## config.mk

```make
export PLATFORM = sky130hd
export DESIGN_NAME = vif_rr_scheduler
export DESIGN_NICKNAME = d
export VERILOG_FILES = /design/src/rtl/vif_rr_scheduler.sv
export SDC_FILE = /design/constraint.sdc
export NUM_CORES = 1
export LEC_CHECK = 0
export CAP_MARGIN = 20
export CORE_ASPECT_RATIO = 0.7
export CORE_MARGIN = 1.5
export CORE_UTILIZATION = 37
export DETAILED_ROUTE_END_ITERATION = 12
export PLACE_DENSITY_LB_ADDON = 0.3
export REMOVE_ABC_BUFFERS = 1
export SLEW_MARGIN = 15
export SYNTH_ARGS = -nofsm -noshare
export SYNTH_HDL_FRONTEND = slang
export SYNTH_SLANG_ARGS = --single-unit
```

## constraint.sdc

```tcl
create_clock -name clk -period 1.63 [get_ports clk]
set_input_delay 0.326 -clock clk [delete_from_list [all_inputs] [get_ports clk]]
set_output_delay 0.326 -clock clk [all_outputs]
set_load 0.01 [all_outputs]
```

## src/rtl/vif_rr_scheduler.sv

```systemverilog
// Round-robin scheduler: NUM_REQ valid/data/ready requesters share one
// registered valid/data/ready output channel. Fair rotating priority starts
// just after the last winner, and a drain plus a capture can happen in the
// same cycle, which sustains one transfer per cycle.
module vif_rr_scheduler #(
  parameter int NUM_REQ    = 4,
  parameter int DATA_WIDTH = 8,
  localparam int SRC_W     = $clog2(NUM_REQ)
) (
  input  logic                          clk,
  input  logic                          rst_n,
  input  logic [NUM_REQ-1:0]            req_valid,
  input  logic [NUM_REQ*DATA_WIDTH-1:0] req_data,
  output logic [NUM_REQ-1:0]            req_ready,
  output logic                          out_valid,
  output logic [DATA_WIDTH-1:0]         out_data,
  input  logic                          out_ready,
  output logic [SRC_W-1:0]              out_src,
  output logic [15:0]                   xfer_count
);

  logic                  vld_p0;
  logic [DATA_WIDTH-1:0] data_p0;
  logic [SRC_W-1:0]      src_p0;
  logic [SRC_W-1:0]      last_grant;
  logic [SRC_W-1:0]      winner;
  logic [DATA_WIDTH-1:0] data_sel;
  logic                  hit;
  logic                  any_valid;
  logic                  accept;
  logic                  capture;

  // The output register can take new data when it is empty or draining now.
  // Readies are held low while reset is asserted so that no producer believes
  // it handed off a word that the register is about to discard.
  assign any_valid = |req_valid;
  assign accept    = !vld_p0 || out_ready;
  assign capture   = rst_n && accept && any_valid;

  // Rotating search: first valid requester strictly after last_grant, wrapping.
  always_comb begin
    winner   = last_grant;
    hit      = 1'b0;
    data_sel = '0;
    for (int k = 1; k <= NUM_REQ; k++) begin
      if (!hit && req_valid[(int'(last_grant) + k) % NUM_REQ]) begin
        hit    = 1'b1;
        winner = SRC_W'((int'(last_grant) + k) % NUM_REQ);
      end
    end
    data_sel = req_data[int'(winner)*DATA_WIDTH +: DATA_WIDTH];
  end

  // Ready goes only to the winner and only when its word is actually taken.
  always_comb begin
    req_ready = '0;
    if (capture) req_ready[winner] = 1'b1;
  end

  // ---- stage p0: output register driving the shared channel ----
  // Capture has priority over drain so back-to-back transfers leave no bubble.
  always_ff @(posedge clk or negedge rst_n) begin
    if (!rst_n) begin
      vld_p0     <= 1'b0;
      data_p0    <= '0;
      src_p0     <= '0;
      last_grant <= SRC_W'(NUM_REQ - 1);
    end else if (capture) begin
      vld_p0     <= 1'b1;
      data_p0    <= data_sel;
      src_p0     <= winner;
      last_grant <= winner;
    end else if (vld_p0 && out_ready) begin
      vld_p0     <= 1'b0;
    end
  end

  // Count completed output handshakes; wraps naturally at 16 bits.
  always_ff @(posedge clk or negedge rst_n) begin
    if (!rst_n) begin
      xfer_count <= 16'd0;
    end else if (vld_p0 && out_ready) begin
      xfer_count <= xfer_count + 16'd1;
    end
  end

  assign out_valid = vld_p0;
  assign out_data  = data_p0;
  assign out_src   = src_p0;

endmodule
```

==> results.toml, run 1 <==
[global_route]
grt.busiest_layer = "met2"
use_met2_pct = 34.1
grt_util_met1_pct = 24.1
met3_usage_pct = 5.28
track_usage_pct = 19.8
grt_overflow = 0
grt_pass1_wl_mm = 6.81
antenna_found_initial = 0
grt_pass1_vias = 1471
grt_start_max_net_pins = 30

[setup_path]
critPathBufInv = 2
reg2reg_slack_ns = -0.34
r2r-start = "last_grant[0]"
crit_path_start_kind = "flip-flop"
crit_chain = "nand2b_1 > a22o_1 > nand2_1 > buf_4 > a21boi_4 > and2_1 > buf_2"
worstPathRequired_ns = 1.30
critPathMaxFanout = 6
critPathKind = "flip-flop to output port"
ff2ff_path_depth = 8
cp_top_family = "flip-flops"
arrival_ns = 1.79
r2r_end = "out_data[4]"
cp-end-kind = "output port"
slowest_delay_ns = 0.60
cpMaxStageDelayCell = "dfstp_2"

[die]
num_io_pins = 70
dieWidth_um = 80.5
row_count = 19
fp.dieH_um = 57.2
design.die.area_um2 = 4610
core-area_um2 = 3970
start_util_pct = 39.2

[finish]
register_area_um2 = 732
fin_nets = 271
diodes = 0
multi_input_area_um2 = 908
finish.utilization_pct = 67.9
fillers = 289
drive_gt1_share_pct = 31.0
areaGrowthSynthToFinish_pct = 73.3

[placement]
place_hpwl_mm = 3.14
port_buffers = 69
globalplace.congestion = 0.792

[logic_synthesis]
yosysWarnings = 0
synthCells = 137
postSynthRegisterBits = 29
synth-adder-area-share_pct = 0.805
syn_area_um2 = 1560
synth-edff-count = 0
synth-main-ff-cell = "dfrtp_1"
synth-simple-area-share_pct = 14.0
synthXorXnorAreaFrac_pct = 8.45
syn_area_per_cell_um2 = 11.4
synth_top_family_by_area = "simple AND/OR/NAND/NOR gates"
async_flop_share_pct = 100
ys_seq_area_share_pct = 46.8
synth_compound_area_share_pct = 13.3
yosysUniqueCellTypes = 29
synthMuxAreaShare_pct = 12.3

[timing]
relSlewSlack_pct = 75.6
fmaxAchievable_ghz = 0.473
finalSetupViolations = 15
timing.hold.ws_ns = 0.475
finalHoldViolCount = 0
tns_ns = -4.47
rsz0062_at_grt = "yes"
worst_pin_slew_ns = 0.366
fin_skew_ns = 0.00377
final_max_slew_viol_count = 0
finalCriticalPeriod_ns = 2.12
post-route-period-util_pct = 130
timing.final.ws_setup_ns = -0.486

[cts]
cts_buffer_depth = 2
cts_tree = "done"
clk_pin_slew_ns = 0.06
cts.sinks = 29
numCtsBuffers = 5
holdBufCountCts = 0
htree_levels = 2
root_buffer = "clkbuf_8"
clk_latency_ns = 0.28

[pwr]
p_per_area_nw_per_um2 = 1180
pwr-share-seq_pct = 35.0
p_comb_share_pct = 47.6
p_clk_share_pct = 17.5
sw_frac_of_total_pct = 32.9
ir_drop_uv = 898
internal_power_w = 0.00212
switching_power_w = 0.00104
p_leak_nw = 1.13

[routing]
wirelength_mm = 4.22
vias_per_cell = 4.99
drt-wirelength-per-cell_um = 14.9
via_count = 1417
drcViolationCount = 0
dr.first_iter.drc_count = 57
drt_pre_antenna_iters = 4
antenna_left = 0

[min_path]
whs_path_depth = 1
hp-class = "flip-flop to flip-flop"
min_from = "xfer_count[15]"
holdPathEnd = "xfer_count[15]"

[status]
violations = "negative setup slack"
status = "complete, but fails checks"

[job]
cap_violations = 0
power groups by stage:
stage	registers [W]	clock network [W]	logic, W
global route	0.00113	0.000606	0.00161
finish	0.00111	0.000553	0.00151
floorplan	0.00115	0	0.000515
detailed placement	0.00110	0	0.00128
CTS	0.00109	0.000568	0.00147
global placement	0.00108	0	0.00125
stage by stage:
| stage | total power (W) | area, µm² | instances | setup WS [ns] |
|---|---|---|---|---|
| floorplan | 0.00166 | 1500 | 130 | -0.923 |
| global placement | 0.00233 | 2420 | 271 | -0.838 |
| detailed placement | 0.00238 | 2420 | 271 | -0.932 |
| CTS | 0.00313 | 2650 | 285 | -0.459 |
| global route | 0.00335 | 2700 | 284 | -0.575 |
| finish | 0.00317 | 2700 | 284 | -0.486 |
state kept, by name (all words and copies together) (netlist names):
register / flops
last_grant: 2
out_data: 8
out_src: 2
out_valid: 1
xfer_count: 16
layout by cell type, fill, tap and decap left out, drive strengths merged:
cell	Yosys	final
clkdlybuf4s50	0	60
buf	6	28
dfrtp	27	27
mux2i	18	18
nor2	14	14
xnor2	12	12
nand2	11	11
a221oi	9	9
clkbuf	1	8
nand3	5	5
dlygate4sd2	0	4
and3	4	4
inv	3	3
and2	3	3
xor2	3	3
nor3	3	3
nand4	2	2
o21a	2	2
clkdlybuf4s15	0	2
dfstp	2	2
nor2b	2	2
nand2b	1	1
a22o	1	1
o41ai	1	1
a21oi	1	1
a31oi	1	1
a21boi	1	1
mux2	1	1
o21ai	1	1
and4	1	1
ha	1	1
timing repair:
action / in CTS / in global routing
resized for setup: 49 / 14
setup endpoints to repair: 19 / 26
pin swaps: 5 / 1
buffers inserted: 6 / 0
metal layers:
metal  part of all wire (%)  wire (µm)
met5                      0          0
met4                    1.2         51
met3                    5.7        242
met2                     51       2130
met1                     42       1790
how the worst max path moves through the flow:
stage	endpoint	from	slack [ns]	cells after the start
after floorplan	req_ready[0]	last_grant[1]	-0.92	3
after global placement	req_ready[3]	req_valid[3]	-0.84	7
after detailed placement	req_ready[3]	req_valid[3]	-0.93	6
after CTS	req_ready[3]	last_grant[0]	-0.46	7
after global routing	req_ready[0]	last_grant[0]	-0.58	7
final	req_ready[0]	last_grant[0]	-0.49	7
cells by family (layout without fill, tap and decap cells):
logic type / count (synthesis) / count (layout)
compound gates: 17 / 17
fa+ha+maj: 1 / 1
mux: 19 / 19
buf+inv: 10 / 105
flops: 29 / 29
xor+xnor: 15 / 15
simple gates: 46 / 46
Yosys cell counts (all sizes together) (2+ instances only):
cell type | number | area [µm²]
nor2 | 14 | 52.6
nor2b | 2 | 12.5
a221oi | 9 | 135
and2 | 3 | 18.8
nand2 | 11 | 41.3
and3 | 4 | 25.0
xnor2 | 12 | 105
dfstp | 2 | 52.6
nor3 | 3 | 15.0
buf | 6 | 52.6
nand4 | 2 | 12.5
xor2 | 3 | 26.3
mux2i | 18 | 180
o21a | 2 | 15.0
nand3 | 5 | 25.0
inv | 3 | 11.3
dfrtp | 27 | 676
layout make-up:
| class | count | area share [%] |
|---|---|---|
| well taps | 52 | 2.41 |
| repair buffers | 94 | 33.3 |
| inverters | 3 | 0.418 |
| flip-flops and latches | 29 | 27.2 |
| multi-input cells | 98 | 33.7 |
| clock buffers | 8 | 2.97 |
(Power assumes the default switching activity.)
==> run 2: changes to the inputs <==
Settings changed: CORE_UTILIZATION 37 to 45, CTS_CLUSTER_DIAMETER set to 120, DONT_BUFFER_PORTS set to 1.
==> run 2 against run 1 <==
The run still ends with negative setup slack left. Largest cell class unchanged. Final cell count down 27%. Critical endpoint unchanged. Sequential cell count unchanged. Clock skew down 0.00081 ns. Register-to-register slack better by 0.09 ns.
==> results.toml, run 2 (same netlist as run 1, synthesis figures left out) <==
[setup_path]
r2r-start = "last_grant[1]"
critPathKind = "flip-flop to output port"
worstPathRequired_ns = 1.30
crit_path_start_kind = "flip-flop"
critPathMaxFanout = 6
cp-end-kind = "output port"
arrival_ns = 1.60
crit_start = "last_grant[0]"

[die]
start_util_pct = 48.1
core-area_um2 = 3230
design.die.area_um2 = 3820
num_io_pins = 70
dieWidth_um = 73.3
fp.dieH_um = 52.2
row_count = 17

[routing]
dr.first_iter.drc_count = 47
drt-wirelength-per-cell_um = 16.5
drt_pre_antenna_iters = 4
via_count = 1141
drcViolationCount = 0
antenna_left = 0
wirelength_mm = 3.44
vias_per_cell = 5.49

[cts]
clk_pin_slew_ns = 0.06
clk_latency_ns = 0.27
cts_tree = "done"
root_buffer = "clkbuf_8"
cts.sinks = 29
numCtsBuffers = 5
htree_levels = 2
cts_buffer_depth = 2

[min_path]
hp-class = "primary input to flip-flop"
min_from = "out_ready"

[global_route]
antenna_found_initial = 0
grt_overflow = 0
grt_pass1_vias = 1197
track_usage_pct = 19.3
grt_pass1_wl_mm = 5.36
grt_start_max_net_pins = 30

[pwr]
ir_drop_uv = 726
finalPower_w = 0.00268
p_leak_nw = 0.878
p_per_area_nw_per_um2 = 1380

[timing]
finalSetupViolations = 14
rsz0062_at_grt = "yes"
final_max_slew_viol_count = 0
relSlewSlack_pct = 77.9
timing.final.ws_setup_ns = -0.293
fmaxAchievable_ghz = 0.520
post-route-period-util_pct = 118
timing.hold.ws_ns = 0.142
finalCriticalPeriod_ns = 1.92
worst_pin_slew_ns = 0.328
finalHoldViolCount = 0
fin_skew_ns = 0.00296

[placement]
globalplace.congestion = 0.795
place_hpwl_mm = 2.40
port_buffers = 0
placedCellCount = 192
preCtsSetupSlack_ns = -0.112

[finish]
largest_register_ff_count = 16
diodes = 0
drive_gt1_share_pct = 34.8
areaGrowthSynthToFinish_pct = 24.3
final_cells = 208
fin_nets = 200
regMostFlops = "xfer_count"
final_common_cell = "dfrtp_1"
layout_common_cells = "27 x dfrtp_1, 18 x buf_4, 16 x mux2i_1"

[job]
cap_violations = 0

[status]
status = "complete, but fails checks"
violations = "negative setup slack"
==> run 2: worst max-delay path, cell delays in order, from the launching register on <==
cell,delay (ns)
dfstp_2,0.58
mux2i_2,0.10
a221oi_4,0.33
buf_12,0.16
and2_4,0.15
==> run 2: timing repair <==
item,4_1_cts,5_1_grt
hold buffers,2,0
cloned,1,0
pin swaps,5,2
buffers inserted,4,1
gates resized for setup,12,5
endpoints found under the hold margin,29,0
endpoints found under the setup margin,12,19
==> run 2: metrics by stage <==
stage | instance area [µm²] | setup TNS (ns) | utilization [%]
floorplan | 1500 | -12.09 | -
CTS | 1910 | -2.34 | 59.0
detailed placement | 1690 | -0.995 | 52.4
global route | 1930 | -4.08 | 59.8
global placement | 1690 | -0.530 | 52.4
finish | 1930 | -2.71 | 59.8
==> run 2: worst paths after layout <==
kind / endpoint / depth (start not counted) / slack, ns
setup / recovery: req_ready[0] / 4 / -0.29
hold / removal: out_valid / 1 / 0.14
setup reg to reg: out_data[6] / 7 / -0.25
hold reg to reg: xfer_count[15] / 1 / 0.54
max in group asynchronous: last_grant[0] / 2 / 0.88
min in group asynchronous: xfer_count[11] / 2 / 0.51
==> run 2: report_power, final <==
group | switching [W] | leakage [nW] | internal, W | total, W
sequential | 0.000226 | 0.354 | 0.000916 | 0.00114
combinational | 0.000448 | 0.479 | 0.000538 | 0.000985
clock | 0.000254 | 0.0450 | 0.000295 | 0.000548
==> run 2: routing by layer <==
| layer | global-route usage (%) | vias to the layer above | routed length (µm) |
|---|---|---|---|
| li1 | - | 530 | - |
| met1 | 23.1 | 565 | 1530 |
| met2 | 32.3 | 42 | 1650 |
| met3 | 6.15 | 4 | 224 |
| met4 | 7.55 | 0 | 28 |
| met5 | 0 | - | 0 |
==> run 2: layout make-up <==
| type | count | area [µm²] |
|---|---|---|
| clock buffers | 6 | 72.6 |
| clock inverters | 2 | 10.0 |
| fillers | 284 | 1300 |
| inverters | 3 | 11.3 |
| multi-input cells | 98 | 828 |
| flip-flops and latches | 29 | 728 |
| well taps | 47 | 58.8 |
| repair buffers | 23 | 224 |
